### src/rtl/avsd_sar_adc_ctrl.sv
// ---------------------------------------------------------------------------
// avsd_sar_adc_ctrl
//
// Successive-approximation ADC controller. It tracks the analog input for
// SAMPLE_CYCLES, then resolves one result bit per step, MSB first. Each step
// drives a trial code on DAC_D, waits SETTLE_CYCLES, and then samples the
// comparator for one cycle.
//
// Ports:
//   CLK     system clock; all logic is on the rising edge
//   RST_N   synchronous, active-low reset
//   START   conversion request, sampled only while idle
//   COMP    comparator output, 1 when VIN >= DAC output (already synchronous)
//   DAC_D   trial code to the DAC (0 while idle or tracking)
//   SAMPLE  track/hold control, 1 = track
//   BUSY    high from the first cycle after START until the DONE cycle
//   DONE    one-cycle pulse, DOUT holds the new result
//   DOUT    last completed conversion result
//
// Optional build macro AVSD_SAR_ADC_AVG_EN:
//   Each START runs four conversions back to back. Their results are summed
//   in a WIDTH+2 bit accumulator, and DOUT receives the truncated average
//   (sum >> 2). DONE pulses only once, after the fourth conversion.
// ---------------------------------------------------------------------------
module avsd_sar_adc_ctrl #(
  parameter int WIDTH         = 10,
  parameter int SAMPLE_CYCLES = 4,
  parameter int SETTLE_CYCLES = 2
) (
  input  logic             CLK,
  input  logic             RST_N,
  input  logic             START,
  input  logic             COMP,
  output logic [WIDTH-1:0] DAC_D,
  output logic             SAMPLE,
  output logic             BUSY,
  output logic             DONE,
  output logic [WIDTH-1:0] DOUT
);

  localparam int CNT_MAX = (SAMPLE_CYCLES > SETTLE_CYCLES) ? SAMPLE_CYCLES : SETTLE_CYCLES;
  localparam int CNT_W   = $clog2(CNT_MAX + 1);
  localparam int IDX_W   = $clog2(WIDTH);

  typedef enum logic [2:0] {
    S_IDLE,
    S_TRACK,
    S_SETTLE,
    S_DECIDE,
    S_FINISH
  } state_e;

  state_e             state_q, state_d;
  logic [CNT_W-1:0]   cnt_q, cnt_d;
  logic [IDX_W-1:0]   idx_q, idx_d;
  logic [WIDTH-1:0]   res_q, res_d;
  logic [WIDTH-1:0]   dout_q, dout_d;

  // res_q holds only the bits that have already been decided. The bit under
  // test is OR-ed in here, so a trial code never has a bit below idx_q set.
  logic [WIDTH-1:0]   bit_mask;
  logic [WIDTH-1:0]   trial;
  logic [WIDTH-1:0]   res_kept;

  assign bit_mask = {{(WIDTH-1){1'b0}}, 1'b1} << idx_q;
  assign trial    = res_q | bit_mask;
  assign res_kept = COMP ? trial : res_q;

`ifdef AVSD_SAR_ADC_AVG_EN
  logic [WIDTH+1:0]   acc_q, acc_d;
  logic [1:0]         conv_q, conv_d;
  logic [WIDTH+1:0]   acc_sum;

  assign acc_sum = acc_q + {2'b00, res_kept};
`endif

  // State register
  always_ff @(posedge CLK) begin
    // NOTE: sequential state is assigned with <= so that every flop samples
    // the values from before the edge, regardless of statement order.
    if (!RST_N) begin
      state_q <= S_IDLE;
      cnt_q   <= '0;
      idx_q   <= '0;
      res_q   <= '0;
      dout_q  <= '0;
`ifdef AVSD_SAR_ADC_AVG_EN
      acc_q   <= '0;
      conv_q  <= '0;
`endif
    end else begin
      state_q <= state_d;
      cnt_q   <= cnt_d;
      idx_q   <= idx_d;
      res_q   <= res_d;
      dout_q  <= dout_d;
`ifdef AVSD_SAR_ADC_AVG_EN
      acc_q   <= acc_d;
      conv_q  <= conv_d;
`endif
    end
  end

  // Next-state and datapath
  always_comb begin
    // NOTE: every signal gets its hold value first. Any path through the
    // case statement that leaves it unassigned therefore cannot infer a latch.
    state_d = state_q;
    cnt_d   = cnt_q;
    idx_d   = idx_q;
    res_d   = res_q;
    dout_d  = dout_q;
`ifdef AVSD_SAR_ADC_AVG_EN
    acc_d   = acc_q;
    conv_d  = conv_q;
`endif
    unique case (state_q)
      S_IDLE: begin
        if (START) begin
          state_d = S_TRACK;
          res_d   = '0;
          cnt_d   = CNT_W'(SAMPLE_CYCLES - 1);
        end
      end
      S_TRACK: begin
        if (cnt_q == '0) begin
          state_d = S_SETTLE;
          idx_d   = IDX_W'(WIDTH - 1);
          cnt_d   = CNT_W'(SETTLE_CYCLES - 1);
        end else begin
          cnt_d   = cnt_q - CNT_W'(1);
        end
      end
      S_SETTLE: begin
        if (cnt_q == '0) state_d = S_DECIDE;
        else             cnt_d   = cnt_q - CNT_W'(1);
      end
      S_DECIDE: begin
        res_d = res_kept;
        if (idx_q != '0) begin
          state_d = S_SETTLE;
          idx_d   = idx_q - IDX_W'(1);
          cnt_d   = CNT_W'(SETTLE_CYCLES - 1);
        end else begin
`ifdef AVSD_SAR_ADC_AVG_EN
          if (conv_q == 2'd3) begin
            state_d = S_FINISH;
            dout_d  = acc_sum[WIDTH+1:2];
            acc_d   = '0;
            conv_d  = '0;
          end else begin
            // Go straight back to tracking. Intermediate results are not
            // reported, so no FINISH or IDLE cycle is spent between them.
            state_d = S_TRACK;
            acc_d   = acc_sum;
            conv_d  = conv_q + 2'd1;
            res_d   = '0;
            cnt_d   = CNT_W'(SAMPLE_CYCLES - 1);
          end
`else
          // DOUT is loaded on entry to FINISH, so it is already valid in the
          // cycle where DONE is high.
          state_d = S_FINISH;
          dout_d  = res_kept;
`endif
        end
      end
      S_FINISH: state_d = S_IDLE;
      default:  state_d = S_IDLE;
    endcase
  end

  // Outputs
  always_comb begin
    DAC_D  = '0;
    SAMPLE = 1'b0;
    DONE   = 1'b0;
    BUSY   = (state_q != S_IDLE);
    unique case (state_q)
      S_TRACK:           SAMPLE = 1'b1;
      S_SETTLE, S_DECIDE: DAC_D  = trial;
      S_FINISH:          DONE   = 1'b1;
      default:           ;
    endcase
  end

  assign DOUT = dout_q;

endmodule

### config.mk
export PLATFORM = sky130hd
export DESIGN_NAME = avsd_sar_adc_ctrl
export DESIGN_NICKNAME = d
export VERILOG_FILES = /design/src/rtl/avsd_sar_adc_ctrl.sv
export SDC_FILE = /design/constraint.sdc
export NUM_CORES = 1
export LEC_CHECK = 0
export CELL_PAD_IN_SITES_DETAIL_PLACEMENT = 1
export CELL_PAD_IN_SITES_GLOBAL_PLACEMENT = 1
export CORE_MARGIN = 2
export CORE_UTILIZATION = 39
export DETAILED_ROUTE_END_ITERATION = 16
export MAX_ROUTING_LAYER = met4
export PLACE_DENSITY = 0.77
export SYNTH_ARGS = -nofsm -noshare
export SYNTH_HDL_FRONTEND = slang
export SYNTH_SLANG_ARGS = --single-unit
### constraint.sdc
create_clock -name CLK -period 2.05 [get_ports CLK]
set_input_delay 0.205 -clock CLK [delete_from_list [all_inputs] [get_ports CLK]]
set_output_delay 0.205 -clock CLK [all_outputs]
set_load 0.01 [all_outputs]
==> out/qor.yml, run 1 <==
final_layout:
  finalNonFillerCells: 261
  final_cell_mix: "dfxtp_1 (27), clkdlybuf4s50_1 (23), nor2_1 (21)"
  diodes: 0
  area_growth_pct: 30.50
  nets: 221
  drive_above_1_share_pct: 15.64
  final_common_cell: "dfxtp_1"
  nFillCells: 478
  final_cell_area_um2: 2077
pwr:
  p_leak_nw: 0.8717
  power.density_nw_per_um2: 1022
  max-vdd-ir-drop_mv: 0.5031
  power.total_mw: 2.123
grt:
  antenna_found_initial: 0
  grt_max_degree: 23
  grt_pass1_vias: 1440
  grt_usage_pct: 21.85
  overflow: 0
  grt_pass1_wl_um: 7189
drt:
  detail-route-antenna-nets: 0
  wl_per_cell_um: 16.89
  drt-vias-per-instance: 5.533
  drc: 0
  wl_um: 4409
  drtIter0Drc: 56
  via_count: 1444
  dr.pass1.iters: 4
yosys:
  yosysUniqueCellTypes: 40
  syn_avg_cell_area_um2: 8.793
  ys.flop_type: "dfxtp_1"
  synthCells: 181
  syn_nets: 192
  yosys_warnings: 0
  synth_seq_area_share_pct: 37.74
  async_flop_share_pct: 0
  syn_area_um2: 1592
  synth_seq_cells: 30
  synth-edff-count: 0
worst_setup_path:
  worst-path-buf-inv: 1
  path_max_fanout: 11
  arrival_ns: 1.80
  path_cells: "nor2_1, a21oi_1, nor2_1, clkdlybuf4s50_1"
  cpPeakStageDelay_ns: 0.55
  reg2reg_slack_ns: 0.20
  slowest_stage: "clkdlybuf4s50_1"
  path_class: "reg2out"
  cp_top_family: "buffers and inverters"
  crit_required_ns: 1.85
  cp_common_cell: "nor2_1"
  start_kind: "register"
  end_kind: "primary output"
cts:
  cts_root_buffer: "clkbuf_8"
  cts_tree: "done"
  h-tree-depth: 2
  clk_pin_slew_worst_paths_ns: 0.07
  post_cts_buffers: 0
  clockBufferDepth: 2
  cts.sinks: 30
  clk_latency_ns: 0.28
  numCtsBuffers: 5
run_status:
  status: "finished, final reports clean"
die:
  die_h_um: 67.88
  core_area_um2: 3971
  rows: 23
  dieArea_um2: 4608
  initial_core_util_pct: 40.08
  io_pins: 27
  die_w_um: 67.88
sta:
  finalMaxSlewViolations: 0
  rsz0062_at_grt: "true"
  max_freq_ghz: 0.4997
  fin_skew_ns: 0.006756
  relSlewSlack_pct: 60.70
  final_hold_viol_count: 0
  tightest_slew_ns: 0.5884
  setup_viol: 0
  timing.final.crit_share_pct: 97.62
  min_period_ns: 2.001
hold_path:
  hp-class: "reg2reg"
placement:
  portBuffers: 26
  hpwl_um: 3164
  postPlaceCellArea_um2: 1908
  gp_congestion: 0.7945
  placed_cells: 253
job:
  maxCapViolations: 0
==> worst paths after layout <==
path | start | end | cells past startpoint
hold / removal | DOUT[9]$_SDFFE_PN0P_ | DOUT[9]$_SDFFE_PN0P_ | 1
hold reg to reg | DOUT[9]$_SDFFE_PN0P_ | DOUT[9]$_SDFFE_PN0P_ | 1
setup reg to reg | idx_q[0]$_SDFFE_PN0P_ | DOUT[2]$_SDFFE_PN0P_ | 7
setup / recovery | idx_q[3]$_SDFFE_PN0P_ | DAC_D[3] | 4
==> cell families after synthesis <==
| group | share of synthesized area [%] |
|---|---|
| buffers and inverters | 4.638 |
| adders and majority gates | 5.503 |
| and+or+nand+nor | 27.67 |
| AOI/OAI and AO/OA | 24.45 |
| DFF | 37.74 |
==> sequential cells by signal, indices dropped and copies added, names as in the netlist <==
signal,flops
DOUT,10
res_q,10
idx_q,4
state_q,3
cnt_q,3
==> power breakdown <==
part	switching [mW]	total, mW	internal [mW]
combinational	0.375	0.663	0.289
sequential	0.0630	0.703	0.640
clock	0.239	0.757	0.519
total	0.676	2.12	1.45
==> worst reg2reg max path: cells and delay by family, from the launching register on <==
kind                       cells  cell delay, ns
buffers and inverters          2            0.26
AOI/OAI and AO/OA              2            0.30
and+or+nand+nor                2            0.68
adders and majority gates      1            0.21
DFF                            1            0.34
==> per-layer routing <==
metal / vias to the layer above / GRT usage, % / routed length, µm
met2: 22 / 34.56 / 2093
met4: 0 / 7.500 / 31
met3: 5 / 4.605 / 102
met5: - / - / 0
met1: 705 / 27.83 / 2182
li1: 712 / - / -
==> cell usage after synthesis, types with 2 or more instances <==
library cell / number / area, µm²
nand2_1: 9 / 33.78
o211a_1: 4 / 40.04
nor2b_1: 13 / 81.33
nor3b_2: 2 / 25.02
o21ai_0: 6 / 30.03
and3_1: 2 / 12.51
nand4_1: 2 / 12.51
and3b_1: 3 / 26.28
buf_2: 5 / 25.02
nor3_1: 6 / 30.03
inv_1: 6 / 22.52
o21ai_1: 5 / 25.02
a31oi_1: 5 / 31.28
dfxtp_1: 30 / 600.6
nor3b_1: 3 / 22.52
nor2_1: 21 / 78.83
a22oi_1: 8 / 60.06
clkbuf_1: 4 / 15.01
ha_1: 7 / 87.58
a21oi_1: 17 / 85.08
nand2b_1: 4 / 25.02
==> final cells by class <==
type	count	area [µm²]	share of cell area [%]
Clock buffer	6	82.58	3.976
Clock inverter	2	60.06	2.892
Inverter	6	22.52	1.084
Multi-Input combinational cell	135	935.9	45.06
Sequential cell	30	604.3	29.10
Tap cell	50	62.56	3.012
Timing Repair Buffer	32	309.0	14.88
==> timing repair <==
action	in CTS	in global routing
hold buffers	0	0
hold endpoints to repair	0	0
gates resized for setup	9	5
endpoints found under the setup margin	10	9
pin swaps	0	0
==> through the flow <==
| step | setup slack [ns] | setup TNS (ns) | util [%] | hold slack, ns |
|---|---|---|---|---|
| 3_3_place_gp | 0.2061 | 0 | 48.05 | 0.4817 |
| 4_1_cts | 0.02219 | 0 | 51.92 | 0.5070 |
| 3_5_place_dp | 0.09193 | 0 | 48.05 | 0.4867 |
| 2_1_floorplan | 0.3661 | 0 | - | 0.3572 |
| 6_report | 0.04874 | 0 | 52.30 | 0.5055 |
| 5_1_grt | -0.04994 | -0.1458 | 52.30 | 0.5392 |
Power figures use the tool's default switching activity.
==> inputs of run 2 (changes only) <==
CORE_ASPECT_RATIO = 0.9   (was default)
==> run 2 against run 1 <==
Compared with the run above:
- maximum frequency rose by 3.0%
- die area hardly changed
- sequential power up 0.6%
- clock skew decreased by 0.0013 ns
- clock-buffer cell count grew 1
- combinational power increased by 3.0%
- via count rose by 1.2%
==> out/qor.yml, run 2 (synthesis results as in run 1) <==
grt:
  grt_usage_pct: 20.96  # was 21.85%
  overflow: 0  # unchanged
  grt_pass1_vias: 1494  # was 1440
  antenna_found_initial: 0  # unchanged
  grt_max_degree: 22  # was 23
  grt_pass1_wl_um: 7362  # was 7189 µm
die:
  rows: 22  # was 23
  io_pins: 27  # unchanged
  core_area_um2: 3991  # was 3971 µm²
  die_h_um: 64.60  # was 67.88 µm
  initial_core_util_pct: 39.87  # was 40.08%
  dieArea_um2: 4608  # about the same
  die_w_um: 71.34  # was 67.88 µm
cts:
  cts.sinks: 30  # unchanged
  cts_tree: "done"  # unchanged
  h-tree-depth: 2  # unchanged
  post_cts_buffers: 0  # unchanged
  clk_pin_slew_worst_paths_ns: 0.06  # was 0.07 ns
  cts_root_buffer: "clkbuf_8"  # unchanged
  holdBufCountCts: 0  # unchanged
  clockBufferDepth: 2  # unchanged
  clk_latency_ns: 0.28  # about the same
  numCtsBuffers: 5  # unchanged
final_layout:
  area_growth_pct: 29.01  # was 30.50%
  nets: 223  # was 221
  drive_above_1_share_pct: 17.84  # was 15.64%
  final_cell_area_um2: 2053  # was 2077 µm²
  diodes: 0  # unchanged
  nFillCells: 466  # was 478
  final_cell_mix: "dfxtp_1 (25), clkdlybuf4s50_1 (25), nor2_1 (20)"  # was dfxtp_1 (27), clkdlybuf4s50_1 (23), nor2_1 (21)
sta:
  finalMaxSlewViolations: 0  # unchanged
  timing.final.crit_share_pct: 94.77  # was 97.62%
  fin_skew_ns: 0.005484  # was 0.006756 ns
  max_freq_ghz: 0.5148  # was 0.4997 GHz
  setup_viol: 0  # unchanged
  final_hold_viol_count: 0  # unchanged
  fin_hold_ws_ns: 0.5092  # was 0.5055 ns
  tightest_slew_ns: 0.5771  # was 0.5884 ns
  min_period_ns: 1.943  # was 2.001 ns
  tns_ns: 0  # unchanged
  rsz0062_at_grt: "false"  # was true
  relSlewSlack_pct: 61.45  # was 60.70%
pwr:
  p_leak_nw: 0.8286  # was 0.8717 nW
  max-vdd-ir-drop_mv: 0.4449  # was 0.5031 mV
  power.density_nw_per_um2: 919.3  # was 1022 nW/µm²
worst_setup_path:
  worst-path-buf-inv: 2  # was 1
  cp_top_family: "buffers and inverters"  # unchanged
  end_kind: "primary output"  # unchanged
  r2r_start: "cnt_q[0]$_SDFFE_PN0P_"  # was idx_q[0]$_SDFFE_PN0P_
  cpPeakStageDelay_ns: 0.54  # was 0.55 ns
  reg2reg_slack_ns: 0.32  # was 0.20 ns
  rr_worst_depth: 6  # was 7
  cp-startpoint: "idx_q[1]$_SDFFE_PN0P_"  # was idx_q[3]$_SDFFE_PN0P_
  cp-endpoint: "DAC_D[1]"  # was DAC_D[3]
  path_class: "reg2out"  # unchanged
  path_cells: "inv_2, ha_2, a21oi_1, nor2_1, clkdlybuf4s50_1"  # was nor2_1, a21oi_1, nor2_1, clkdlybuf4s50_1
  r2r-end: "cnt_q[2]$_SDFFE_PN0P_"  # was DOUT[2]$_SDFFE_PN0P_
  arrival_ns: 1.74  # was 1.80 ns
  start_kind: "register"  # unchanged
  critical_path_cell_count: 5  # was 4
  path_max_fanout: 7  # was 11
  crit_required_ns: 1.85  # about the same
  slowest_stage: "clkdlybuf4s50_1"  # unchanged
placement:
  postPlaceCellArea_um2: 1921  # was 1908 µm²
  hpwl_um: 3156  # was 3164 µm
  gp_congestion: 0.8225  # was 0.7945
  portBuffers: 26  # unchanged
drt:
  drt-vias-per-instance: 5.598  # was 5.533
  dr.pass1.iters: 4  # unchanged
  wl_per_cell_um: 16.48  # was 16.89 µm
  via_count: 1461  # was 1444
  wl_um: 4301  # was 4409 µm
  drtIter0Drc: 75  # was 56
  detail-route-antenna-nets: 0  # unchanged
  drc: 0  # unchanged
run_status:
  status: "finished, final reports clean"  # unchanged
hold_path:
  hp-start: "DOUT[8]$_SDFFE_PN0P_"  # was DOUT[9]$_SDFFE_PN0P_
  hp-class: "reg2reg"  # unchanged
job:
  maxCapViolations: 0  # unchanged
-- run 2: cell types whose count changed in the layout (fill, tap and decap cells not counted), moves of 2 or more --
cell             previous run  this run
buf_4                       6         8
dfxtp_1                    27        25
dlymetal6s2s_1              2         0
clkdlybuf4s50_1            23        25
bufinv_16                   2         0
-- run 2: what timing repair did --
action	CTS	global route
endpoints found under the setup margin	10	10
cloned	0	0
resized for setup	7	11
hold endpoints to repair	0	0
-- run 2: where the power goes --
| group | total, mW | switching (mW) | internal, mW |
|---|---|---|---|
| clock network | 0.498 | 0.227 | 0.271 |
| logic | 0.683 | 0.380 | 0.302 |
| registers | 0.707 | 0.0636 | 0.643 |
-- run 2: per-layer routing --
metal | vias to the layer above | track usage (%) | wire length (µm)
met5 | - | - | 0
met3 | 5 | 4.355 | 117
met2 | 20 | 33.68 | 2079
met4 | 0 | 6.368 | 38
met1 | 722 | 26.58 | 2064
li1 | 714 | - | -
-- run 2: layout make-up --
cell class,count,area [µm²],area share [%]
Multi-Input combinational cell,135,950.9,46.31
Sequential cell,30,609.3,29.68
Timing Repair Buffer,34,319.1,15.54
Clock buffer,7,86.33,4.205
Tap cell,48,60.06,2.925
Inverter,6,22.52,1.097
Clock inverter,1,5.005,0.2438
-- run 2: worst min path at each step --
stage	to	slack (ns)	depth (start not counted)
after detailed placement	DOUT[9]$_SDFFE_PN0P_	0.50	1
after global routing	DOUT[8]$_SDFFE_PN0P_	0.54	1
after CTS	DOUT[9]$_SDFFE_PN0P_	0.51	1
after global placement	DOUT[4]$_SDFFE_PN0P_	0.48	2
after floorplan	state_q[1]$_SDFFE_PN0P_	0.36	2
final	DOUT[8]$_SDFFE_PN0P_	0.51	1
-- run 2: through the flow --
step	setup slack (ns)	std cells	util [%]	power, mW
2_1_floorplan	0.3661	181	-	1.138
3_3_place_gp	0.2515	253	48.12	1.326
3_5_place_dp	0.1491	253	48.12	1.369
4_1_cts	0.001965	261	50.75	1.883
5_1_grt	0.001800	261	51.44	2.005
6_report	0.1073	261	51.44	1.887
